<file path="src/rtl/shift_arbiter.sv">
`default_nettype none
// ============================================================================
// Module   : shift_arbiter (with sll / sra barrel shifters)
// Brief    : Round-robin share of one 32-bit shift datapath by two requesters.
// Revision : 1.0
// ============================================================================

module sll (
    input  logic [31:0] data_i,
    input  logic [4:0]  shamt_i,
    output logic [31:0] result_o
);
    logic [31:0] w_stage [0:5];

    assign w_stage[0] = data_i;

    for (genvar k = 0; k < 5; k++) begin : g_stage
        localparam int c_SH = 1 << k;
        assign w_stage[k+1] = shamt_i[k] ? (w_stage[k] << c_SH) : w_stage[k];
    end

    assign result_o = w_stage[5];
endmodule

module sra (
    input  logic [31:0] data_i,
    input  logic [4:0]  shamt_i,
    output logic [31:0] result_o
);
    logic [31:0] w_stage [0:5];

    assign w_stage[0] = data_i;

    for (genvar k = 0; k < 5; k++) begin : g_stage
        localparam int c_SH = 1 << k;
        assign w_stage[k+1] = shamt_i[k] ? 32'($signed(w_stage[k]) >>> c_SH) : w_stage[k];
    end

    assign result_o = w_stage[5];
endmodule

module shift_arbiter (
    input  logic        clock,
    input  logic        reset,
    input  logic        req0_valid,
    output logic        req0_ready,
    input  logic [31:0] req0_data,
    input  logic [4:0]  req0_shamt,
    input  logic        req0_op,
    input  logic        req1_valid,
    output logic        req1_ready,
    input  logic [31:0] req1_data,
    input  logic [4:0]  req1_shamt,
    input  logic        req1_op,
    output logic        resp_valid,
    input  logic        resp_ready,
    output logic        resp_id,
    output logic [31:0] resp_data
);
    logic        resp_valid_q, resp_valid_d;
    logic        resp_id_q,    resp_id_d;
    logic [31:0] resp_data_q,  resp_data_d;
    logic        prio_q,       prio_d;

    logic        w_can_accept;
    logic        w_grant;
    logic        w_sel;
    logic [31:0] w_data;
    logic [4:0]  w_shamt;
    logic        w_op;
    logic [31:0] w_sll;
    logic [31:0] w_sra;

    // Readies are forced low while reset is asserted so nothing is consumed.
    assign w_can_accept = !reset && (!resp_valid_q || resp_ready);
    assign req0_ready   = w_can_accept && req0_valid && (!prio_q || !req1_valid);
    assign req1_ready   = w_can_accept && req1_valid && ( prio_q || !req0_valid);
    assign w_grant      = req0_ready || req1_ready;
    assign w_sel        = req1_ready;

    assign w_data  = w_sel ? req1_data  : req0_data;
    assign w_shamt = w_sel ? req1_shamt : req0_shamt;
    assign w_op    = w_sel ? req1_op    : req0_op;

    sll u_sll (.data_i(w_data), .shamt_i(w_shamt), .result_o(w_sll));
    sra u_sra (.data_i(w_data), .shamt_i(w_shamt), .result_o(w_sra));

    always_comb begin
        resp_valid_d = resp_valid_q;
        resp_id_d    = resp_id_q;
        resp_data_d  = resp_data_q;
        prio_d       = prio_q;
        if (w_grant) begin
            resp_valid_d = 1'b1;
            resp_id_d    = w_sel;
            resp_data_d  = w_op ? w_sra : w_sll;
            prio_d       = ~w_sel;
        end else if (resp_valid_q && resp_ready) begin
            resp_valid_d = 1'b0;
        end
    end

    always_ff @(posedge clock) begin
        if (reset) begin
            resp_valid_q <= 1'b0;
            resp_id_q    <= 1'b0;
            resp_data_q  <= 32'h0;
            prio_q       <= 1'b0;
        end else begin
            resp_valid_q <= resp_valid_d;
            resp_id_q    <= resp_id_d;
            resp_data_q  <= resp_data_d;
            prio_q       <= prio_d;
        end
    end

    assign resp_valid = resp_valid_q;
    assign resp_id    = resp_id_q;
    assign resp_data  = resp_data_q;
endmodule

`default_nettype wire

</file>
<file path="config.mk">
export PLATFORM = sky130hd
export DESIGN_NAME = shift_arbiter
export DESIGN_NICKNAME = d
export VERILOG_FILES = /design/src/rtl/shift_arbiter.sv
export SDC_FILE = /design/constraint.sdc
export NUM_CORES = 1
export LEC_CHECK = 0
export ABC_AREA = 0
export BUFFER_PORTS_ARGS = -buffer_cell sky130_fd_sc_hd__buf_2
export CAP_MARGIN = 20
export CORE_MARGIN = 2
export CORE_UTILIZATION = 35
export DETAILED_ROUTE_END_ITERATION = 10
export GPL_TIMING_DRIVEN = 0
export PLACE_DENSITY = 0.56
export SETUP_SLACK_MARGIN = 0.3
export SLEW_MARGIN = 20
export SYNTH_ARGS = -nofsm -noshare
export SYNTH_HDL_FRONTEND = slang
export SYNTH_HIERARCHICAL = 1
export SYNTH_SLANG_ARGS = --single-unit
</file>
<file path="constraint.sdc">
create_clock -name clock -period 4.2 [get_ports clock]
set_clock_uncertainty 0.1 [all_clocks]
set_input_delay 0.42 -clock clock [delete_from_list [all_inputs] [get_ports clock]]
set_output_delay 0.42 -clock clock [all_outputs]
set_load 0.02 [all_outputs]
</file>
==> impl_results.md <==
* Grt ovf at 0
* Post-Syn Nets at 697
* Largest net degree at the start of global routing at 13
* Synth-to-Final Area Change at 17.1%
* Top post-synthesis cells by area: mux4_2 (21%), dfxtp_1 (11%), mux2_2 (9.1%)
* Clk root buf: clkbuf_16
* Routed Antenna Nets at 0
* Post-layout util at 42.0%
* Synth Register Bits at 35
* Final Worst Setup Slack at 0.388 ns
* Die area at 18800 µm²
* DR DRC count at 0
* Vias post-DR at 6238
* Wl on met1 at 10300 µm
* Largest fanout on the critical path at 10
* Cts bufs inserted at 5
* EDFF count, synth at 0
* CP bufs+invs at 5
* Cell Area, Synth at 6200 µm²
* Layout cells sized above 1 at 48.5%
* Crit path top cell by count: buf_6
* Max Cap Viol at 0
* YS warnings at 6
* Ys async rst share at 0%
* Clk_lat worst skew at 0.28 ns
* Die Y at 137 µm
* Worst slack, placed at -0.309 ns
* Footprint of the multi-input gates at 5050 µm²
* First-pass iteration count of the detailed router at 5
* Total power draw at 2.05 mW
* Nets at 820
* Seq pwr share at 19.0%
* CP arrival at 3.91 ns
* Outcome: finished clean
* Setup violators final at 0
* Routed length on met2 at 11600 µm
* Gr usage total at 26.3%
* Slew HR at 48.8%
* Vias in the first global route at 6004
* Max Used Layer: met4
* # fillers at 1735
* Synth Flop Type: dfxtp_1
* Sequential area share after synthesis at 11.3%
* Combinational power share at 63.4%
* Design area at 7260 µm²
* Clock sinks at 35
* Worst hold slack at 0.326 ns
* DPL Wire Length at 19400 µm
* Cells after synthesis at 616
* Switch Pwr at 0.920 mW
* Met3 WL post-DR at 1870 µm
* Clock Power Share at 17.6%
* Input/output buffers at 115
* Overall routed net length at 24700 µm
* Area occupied by registers at 701 µm²
* Static leakage at 2.84 nW
* Fin crit period at 3.81 ns
* Top delay family on crit path: simple AND/OR/NAND/NOR gates
* Drt via density at 6.46
* Most frequent cells in the layout: buf_2 (128), nor2_1 (67), mux4_2 (57)
* Final Max Tran Viols at 0
* RSZ-0062 raised after global routing: false
* Worst Path Required at 4.30 ns
* Tightest Pin Transition at 0.769 ns
* Library cells used by synthesis at 71
* Final period util at 90.8%
* Crit path launch type: flip-flop
* Mean Syn Cell Area at 10.1 µm²
* Kind of critical path: flip-flop to flip-flop
* Chip width at 137 µm
* Reg2Reg Setup Slack at 0.39 ns
* Gp weighted congestion at 1.01
* Initial drt markers at 763
* Crit-path max cell delay at 0.59 ns
* Routed wire per std cell at 25.6 µm
* Int Power at 1.13 mW
* Critical path, cell by cell: nor2b_2 -> nor2_4 -> nand3_2 -> buf_4 -> buf_6 -> mux2_2 -> clkbuf_8 -> buf_6 -> buf_6 -> or4b_1 -> nand2_1 -> o21ai_1 -> o21ai_0 -> o22ai_2 -> a211oi_2
* CTS H-tree depth at 2
* I/O pin total at 117
* Fin. Hold Viols at 0
* Switching Share at 44.9%
* Power density over the cells at 282 nW/µm²
* Initial antenna violation count at 0
* Wire length of the first global-routing pass at 37000 µm
* Worst-path clk slew at 0.05 ns
* Core area at 17300 µm²
* Peak VDD IR at 155 µV
* CTS Hold Bufs at 0
* Most common cell after layout, fill and taps aside: buf_2
* Fmax at 262 MHz
* Worst Setup End Kind: flip-flop
* Hold WC Path Type: input pin to flip-flop
* Area post-placement at 7060 µm²
* Initial Util at 35.8%
* CP max stage cell: or4b_1
* Yosys top cell by area: mux4_2
* TritonCTS clock tree: done
* Rows at 48
* Area share of the largest cell type after synthesis at 20.7%
* N_diodes at 0
* Bufs on Longest Clock Path at 2
## state kept, by name, summed over array words and instances, names as in the netlist
signal	flops
resp_data	32
resp_valid	1
prio_q	1
resp_id	1
## cells in the mapped netlist, drive strengths merged (2+ instances only)
library cell  count
o221ai           10
nor2b             6
o311a             2
a211o             4
a221o             2
o22ai            40
a221oi            3
clkbuf           20
nor3              5
nand4             2
mux4             68
mux2i            33
o21ai            19
a32oi             5
buf              46
and2              3
and3              4
a22o              4
nand3            10
o211ai            8
inv              10
a31oi             4
nand2            43
or2               3
o21a              3
a32o              4
nor3b             2
dfxtp            35
a31o              2
nor2             68
a21oi            18
a211oi           41
nand2b            5
mux2             60
a22oi             9
## worst paths after layout
path	start	cells after the start	endpoint
setup / recovery	resp_valid	15	resp_data[16]
hold / removal	req0_valid	3	resp_valid
setup reg to reg	resp_valid	15	resp_data[16]
hold reg to reg	resp_id	1	resp_id
## area by class of cell
cell class                 instances  area share, %
multi-input combinational        504           69.6
sequential                        35           9.65
timing repair buffer             116           8.03
buffer                            66           6.29
tap                              225           3.88
clock buffer                       6           1.78
inverter                          11          0.569
clock inverter                     2          0.172
## layer usage
| layer | vias to the layer above | track usage, % |
|---|---|---|
| met5 | - | 0 |
| met4 | 0 | 8.36 |
| met3 | 52 | 2.89 |
| met2 | 357 | 42.6 |
| met1 | 3084 | 36.6 |
| li1 | 2745 | - |
## worst min-delay path: stages
cell and delay, ns:
buf_2 0.12, nor3_1 0.06, nor2_1 0.07
## metrics by stage
stage          cells  setup TNS [ns]
2_1_floorplan    616               0
3_3_place_gp     956          -0.959
3_5_place_dp     956           -1.25
4_1_cts          965               0
5_1_grt          965               0
6_report         965               0
## power groups by stage
stage | combinational [mW] | clock [mW] | sequential [mW]
2_1_floorplan | 0.840 | 0 | 0.439
3_3_place_gp | 1.25 | 0 | 0.395
3_5_place_dp | 1.25 | 0 | 0.396
4_1_cts | 1.27 | 0.361 | 0.390
5_1_grt | 1.36 | 0.377 | 0.393
6_report | 1.30 | 0.360 | 0.389
## cell families (layout without fill, tap and decap cells)
logic type | after synthesis | in the layout | share of synthesized area (%)
AOI/OAI and AO/OA | 188 | 188 | 27.5
muxes | 161 | 161 | 41.8
and+or+nand+nor | 155 | 155 | 11.4
buffers and inverters | 77 | 201 | 7.95
DFF | 35 | 35 | 11.3
## timing repair
action | in CTS | in global routing
pin swaps | 2 | 0
endpoints found under the setup margin | 25 | 6
resized for setup | 7 | 8
buffers inserted | 1 | 0
gates cloned | 0 | 0
Power figures use the tool's default switching activity.
